$ cat src/rtl/osd_spi_rx.sv
// osd_spi_rx: oversampled mode-0 SPI slave for OSD commands.
// Receives command bytes, drives the OSD enable flag, and streams data
// bytes into the OSD character buffer through a single-cycle write port.
// sck/ss/sdi are asynchronous and sampled on the pixel clock.
module osd_spi_rx #(
  parameter int BUF_AW      = 11,
  parameter int SYNC_STAGES = 2
) (
  input  logic              i_pclk,
  input  logic              i_rst_n,
  input  logic              i_sck,
  input  logic              i_ss,
  input  logic              i_sdi,
  output logic              o_osd_enable,
  output logic              o_wr_en,
  output logic [BUF_AW-1:0] o_wr_addr,
  output logic [7:0]        o_wr_data,
  output logic              o_frame_err
);

  // Line select field width inside a command byte (buffer is lines x 256 bytes)
  localparam int LINE_W = BUF_AW - 8;

  // Command opcodes live in the upper five bits of the command byte
  localparam logic [4:0] OP_WRITE  = 5'b00100;
  localparam logic [4:0] OP_ENABLE = 5'b01000;

  typedef enum logic [1:0] {
    S_IDLE    = 2'd0,
    S_CMD     = 2'd1,
    S_WRITE   = 2'd2,
    S_DISCARD = 2'd3
  } state_t;

  // Synchroniser chain: bit 2 = sck, bit 1 = ss, bit 0 = sdi.
  // All three travel together so their relative timing is preserved.
  logic [SYNC_STAGES-1:0][2:0] r_sync;

  logic              r_sck_prev;
  logic [6:0]        r_shift;
  logic [2:0]        r_bit_cnt;
  state_t            r_state;
  logic              r_osd_enable;
  logic              r_wr_en;
  logic [BUF_AW-1:0] r_wr_addr;
  logic [7:0]        r_wr_data;
  logic              r_frame_err;

  logic              w_sck;
  logic              w_ss;
  logic              w_sdi;
  logic              w_sck_rise;
  logic              w_byte_done;
  logic [7:0]        w_byte;

  // Shift the raw SPI pins through the synchroniser stages
  always_ff @(posedge i_pclk or negedge i_rst_n) begin
    if (!i_rst_n) begin
      r_sync <= '0;
    end else begin
      r_sync <= {r_sync[SYNC_STAGES-2:0], {i_sck, i_ss, i_sdi}};
    end
  end

  assign w_sck = r_sync[SYNC_STAGES-1][2];
  assign w_ss  = r_sync[SYNC_STAGES-1][1];
  assign w_sdi = r_sync[SYNC_STAGES-1][0];

  // Remember the previous synchronised sck level for edge detection
  always_ff @(posedge i_pclk or negedge i_rst_n) begin
    if (!i_rst_n) begin
      r_sck_prev <= 1'b0;
    end else begin
      r_sck_prev <= w_sck;
    end
  end

  assign w_sck_rise  = w_sck & ~r_sck_prev;
  assign w_byte_done = w_sck_rise && (r_bit_cnt == 3'd7);
  assign w_byte      = {r_shift, w_sdi};

  // Protocol FSM: bit assembly, command decode, buffer write strobe, abort handling
  always_ff @(posedge i_pclk or negedge i_rst_n) begin
    if (!i_rst_n) begin
      r_state      <= S_IDLE;
      r_bit_cnt    <= 3'd0;
      r_shift      <= 7'd0;
      r_osd_enable <= 1'b0;
      r_wr_en      <= 1'b0;
      r_wr_addr    <= '0;
      r_wr_data    <= 8'h00;
      r_frame_err  <= 1'b0;
    end else begin
      r_wr_en     <= 1'b0;
      r_frame_err <= 1'b0;

      // Post-increment after each strobe; wraps naturally across line boundaries
      if (r_wr_en) begin
        r_wr_addr <= r_wr_addr + 1'b1;
      end

      if (w_ss) begin
        // Deselect aborts from any state; a partial byte is reported, never acted on
        r_state   <= S_IDLE;
        r_bit_cnt <= 3'd0;
        if (r_bit_cnt != 3'd0) begin
          r_frame_err <= 1'b1;
        end
      end else begin
        case (r_state)
          S_IDLE: begin
            r_state   <= S_CMD;
            r_bit_cnt <= 3'd0;
          end

          S_CMD, S_WRITE, S_DISCARD: begin
            if (w_sck_rise) begin
              r_shift   <= {r_shift[5:0], w_sdi};
              r_bit_cnt <= r_bit_cnt + 3'd1;
            end
            if (w_byte_done) begin
              case (r_state)
                S_CMD: begin
                  if (w_byte[7:3] == OP_WRITE) begin
                    r_state   <= S_WRITE;
                    r_wr_addr <= {w_byte[LINE_W-1:0], 8'h00};
                  end else if (w_byte[7:3] == OP_ENABLE) begin
                    r_osd_enable <= w_byte[0];
                    r_state      <= S_DISCARD;
                  end else begin
                    r_state <= S_DISCARD;
                  end
                end
                S_WRITE: begin
                  r_wr_data <= w_byte;
                  r_wr_en   <= 1'b1;
                end
                default: begin
                  // Trailing bytes after a non-write command are ignored
                end
              endcase
            end
          end

          default: begin
            r_state <= S_IDLE;
          end
        endcase
      end
    end
  end

  assign o_osd_enable = r_osd_enable;
  assign o_wr_en      = r_wr_en;
  assign o_wr_addr    = r_wr_addr;
  assign o_wr_data    = r_wr_data;
  assign o_frame_err  = r_frame_err;

endmodule
$ cat config.mk
export PLATFORM = sky130hd
export DESIGN_NAME = osd_spi_rx
export DESIGN_NICKNAME = d
export VERILOG_FILES = /design/src/rtl/osd_spi_rx.sv
export SDC_FILE = /design/constraint.sdc
export NUM_CORES = 1
export LEC_CHECK = 0
export BUFFER_PORTS_ARGS = -buffer_cell sky130_fd_sc_hd__buf_4
export CORE_MARGIN = 1
export CORE_UTILIZATION = 45
export DETAILED_ROUTE_END_ITERATION = 8
export GPL_TIMING_DRIVEN = 0
export PLACE_DENSITY = 0.65
export SETUP_SLACK_MARGIN = 0.5
export SLEW_MARGIN = 20
export SYNTH_ARGS = -nofsm -noshare
export SYNTH_HDL_FRONTEND = slang
export SYNTH_SLANG_ARGS = --single-unit
$ cat constraint.sdc
create_clock -name i_pclk -period 3.2 [get_ports i_pclk]
set_input_delay 0.32 -clock i_pclk [delete_from_list [all_inputs] [get_ports i_pclk]]
set_output_delay 0.32 -clock i_pclk [all_outputs]
set_load 0.02 [all_outputs]
==> Flow_metrics.wiki <==
{| class="wikitable"
! Metric !! Value
|-
| Status || completed
|-
| Number of global-route vias before repair || 1100
|-
| Leftover overflow at the end of global routing || 0
|-
| Setup repair after global routing missed its margin || false
|-
| Signal arrival time at the worst endpoint || ~1.8 ns
|-
| Shortest period the worst path allows || 1.665 ns
|-
| Chip height || 63.18 µm
|-
| Post-placement cell area || about 1900 µm²
|-
| Internal Dissipation || about 750 µW
|-
| Wire length after detailed routing || between 2 and 3 mm
|-
| Actual transition at the worst max-transition pin || 0.4977 ns
|-
| Number of cells traversed by the worst register-to-register path || 6
|-
| Worst IR Drop VDD || 0.0003292 V
|-
| Largest net degree at the start of global routing || 42
|-
| Routed len/inst || ~13 µm
|-
| Combined area of all synthesized cells || between 1500 and 2000 µm²
|-
| Critical Setup Path Class || reg2reg
|-
| Kind of cell with the highest combined delay on the critical path || simple AND/OR/NAND/NOR gates
|-
| Final std cell area, no fill || 2023 µm²
|-
| Power share of the sequential group || 0.600
|-
| Worst-case clock skew || 0.003843 ns
|-
| Port Buf Inserts || 26
|-
| 1st-iter DRT viols || 47
|-
| Nets in the synthesized netlist || roughly 140
|-
| Chip Width || 63.18 µm
|-
| Final worst-path cycle share || 0.5202
|-
| TritonCTS clock tree || yes
|-
| Number of antenna violations at the first check in global routing || 0
|-
| Achievable frequency || 0.6007 GHz
|-
| Fill cell instance count of the final layout || 310
|-
| Via count || about 1000
|-
| Final net count || between 150 and 200
|-
| Max clock buf depth || 2
|-
| Clock tree root buffer cell || clkbuf_8
|-
| Effective utilization at floorplan || 0.4856
|-
| Data required time of the critical path || between 3 and 4 ns
|-
| CP Buf/Inv Count || 0
|-
| Sw Pwr || around 210 µW
|-
| Detail Route Antenna Nets || 0
|-
| Class of the most critical hold timing path || in2async
|-
| Post-layout power || 961.0 µW
|-
| Final hold violation count || 0
|-
| Count of max-cap constraint violations || 0
|-
| Rows || 21
|-
| Later-pin clock latency in the skew report || 0.28 ns
|-
| Ordered list of cells on the worst path || ha_1 -> ha_1 -> and3b_2 -> nand2_1 -> and4bb_2 -> mux2_2
|-
| Power per cell area || 475.0 nW/µm²
|-
| Post-layout worst setup margin || between 1.5 and 2 ns
|-
| FF-to-FF setup slack || 1.54 ns
|-
| Hold-fix buffer count after cts || 0
|-
| Share of power burned in combinational logic || 0.061
|-
| Leakage power summed over all cells || between 0.001 and 0.0015 µW
|-
| Synth warnings || 0
|-
| Finish-stage setup viols || 0
|-
| Post-CTS setup buffer count || 0
|-
| Routability Congestion || 0.7940
|-
| Global-route wire length before repair || ~4.9 mm
|-
| Number of CTS-inserted buffers || 5
|-
| # diodes || 0
|-
| Proportion of layout cells with a drive suffix above 1 || 0.3457
|-
| Slew Viols, Final || 0
|-
| Clock share of power || 0.339
|-
| Setup TNS || 0 ns
|-
| Clock sinks || slightly above 40
|-
| Routed via count divided by cell count || 5.029
|-
| H-tree levels || 2
|-
| Capturing element type of the critical path || flip-flop
|-
| Worst rel slew slack || 0.6682
|-
| Crit start category || flip-flop
|-
| Launching point of the worst reg2reg path || r_bit_cnt[1]
|-
| Core Region || around 3500 µm²
|-
| Crit-path slowest cell || dfrtp_1
|-
| Total Routing Usage GR || 0.1637
|-
| Delay of the slowest cell on the worst path || around 0.37 ns
|-
| Number of instances resized during post-cts repair || 0
|-
| Instance count of the mapped netlist || approximately 130
|-
| CP Max Fanout || 3
|-
| Critical path's most frequent cell || ha_1
|-
| Number of unique standard cell types used by synthesis || 30
|-
| Syn_area_per_cell || around 13 µm²
|-
| Die area || 3991 µm²
|-
| Synth-to-Final Area Change || 20.13%
|-
| CTS clock-pin slew for the worst setup and hold paths || around 0.07 ns
|-
| Switching part of the total || 0.2197
|-
| Boundary Pins || 27
|-
| Core utilization of the finished layout || 0.5833
|-
| Number of remaining DRC errors || 0
|-
| Estimated wirelength of the detail-placed design || about 2.0 mm
|-
| Most common cell after layout, fill and taps aside || dfrtp_1
|-
| Number of iterations in the first detailed-routing pass || 4
|-
| Most frequent cells in the layout || dfrtp_1 (41), buf_4 (28), mux2_2 (16), nor2_1 (11), nand2_1 (7)
|-
| Critical register-to-register path endpoint || o_osd_enable
|-
| Pre-CTS setup slack || 1.531 ns
|-
| Total of flip-flops plus latches after synthesis || 41
|-
| Portion of the post-synthesis area used by sequential elements || 0.6092
|}
==> through the flow <==
| step | instances | hold WS (ns) |
|---|---|---|
| 2_1_floorplan | 129 | 0.02441 |
| 4_1_cts | 208 | 0.01700 |
| 5_1_grt | 208 | 0.03343 |
| 3_5_place_dp | 201 | 0.3284 |
| 3_3_place_gp | 201 | 0.3251 |
| 6_report | 208 | 0.005263 |
==> per-layer routing <==
layer  wire length [µm]  GRT usage
met1               1246     0.1847
met3                115    0.05797
met2               1401     0.2836
met5                  0          0
met4                 26    0.05966
==> kinds of logic (layout without fill, tap and decap cells) <==
family,after synthesis,count (layout),share of synthesized area
fa+ha+maj,4,4,0.02972
simple gates,39,39,0.1323
buf+inv,7,40,0.02079
xor+xnor,10,10,0.05200
flops,41,41,0.6092
compound gates,9,9,0.03120
mux,19,19,0.1248
==> registers in the layout (all words and copies together) (netlist names) <==
signal	cells
o_frame_err	1
o_osd_enable	1
o_wr_addr	11
o_wr_data	8
o_wr_en	1
r_bit_cnt	3
r_sck_prev	1
r_shift	7
r_state	2
r_sync	6
==> Yosys cell counts <==
master / instances / area, µm²
dfrtp_1: 41 / 1026
mux2_2: 16 / 180.2
nor2_1: 11 / 41.29
nand2_1: 7 / 26.28
o21ai_0: 5 / 25.02
xnor2_1: 5 / 43.79
xor2_1: 5 / 43.79
ha_1: 4 / 50.05
inv_1: 4 / 15.01
mux2i_1: 3 / 30.03
nand4_1: 3 / 18.77
nor3_1: 3 / 15.01
and3_1: 2 / 12.51
and4_1: 2 / 17.52
buf_4: 2 / 15.01
nand3_1: 2 / 10.01
a21boi_0: 1 / 7.510
a21oi_1: 1 / 5.000
and2_1: 1 / 6.260
and3b_2: 1 / 10.01
and4_2: 1 / 10.01
and4b_2: 1 / 11.26
and4bb_2: 1 / 12.51
buf_2: 1 / 5.000
nand2b_1: 1 / 6.260
nor2b_1: 1 / 6.260
nor3b_2: 1 / 12.51
o21a_1: 1 / 7.510
o21bai_1: 1 / 7.510
or3_1: 1 / 6.260
==> worst max-delay path by stage <==
stage                 start            to  slack, ns  cells past startpoint
6_report       r_bit_cnt[1]  o_osd_enable       1.54                      6
3_5_place_dp   r_bit_cnt[1]  o_osd_enable       1.53                      6
4_1_cts        r_bit_cnt[1]  o_osd_enable       1.52                      6
5_1_grt        r_bit_cnt[1]  o_osd_enable       1.46                      6
2_1_floorplan  r_bit_cnt[0]  o_osd_enable       1.62                      6
3_3_place_gp   r_bit_cnt[1]  o_osd_enable       1.54                      6
==> power groups by stage <==
| stage | Sequential (µW) | Clock [µW] | Combinational, µW |
|---|---|---|---|
| after floorplan | 576 | 0 | 38.1 |
| after global placement | 585 | 0 | 57.1 |
| after detailed placement | 586 | 0 | 60.1 |
| after CTS | 576 | 340 | 60.7 |
| after global routing | 581 | 367 | 66.1 |
| final | 577 | 326 | 58.6 |
==> layout make-up <==
class,count,area [µm²],share of cell area
well taps,46,57.56,0.02845
repair buffers,26,195.2,0.09647
clock buffers,7,86.33,0.04267
inverters,4,15.01,0.007421
multi-input cells,81,623.1,0.3080
plain buffers,3,20.02,0.009895
flip-flops and latches,41,1026,0.5071
==> worst reg2reg max path: cells and delay by family, from the launching register on <==
family / cells / cell delay [ns]
adder cells (fa/ha/maj): 2 / 0.29
flip-flops: 1 / 0.37
multiplexers: 1 / 0.32
AND/OR/NAND/NOR: 3 / 0.57
(Power assumes the default switching activity.)
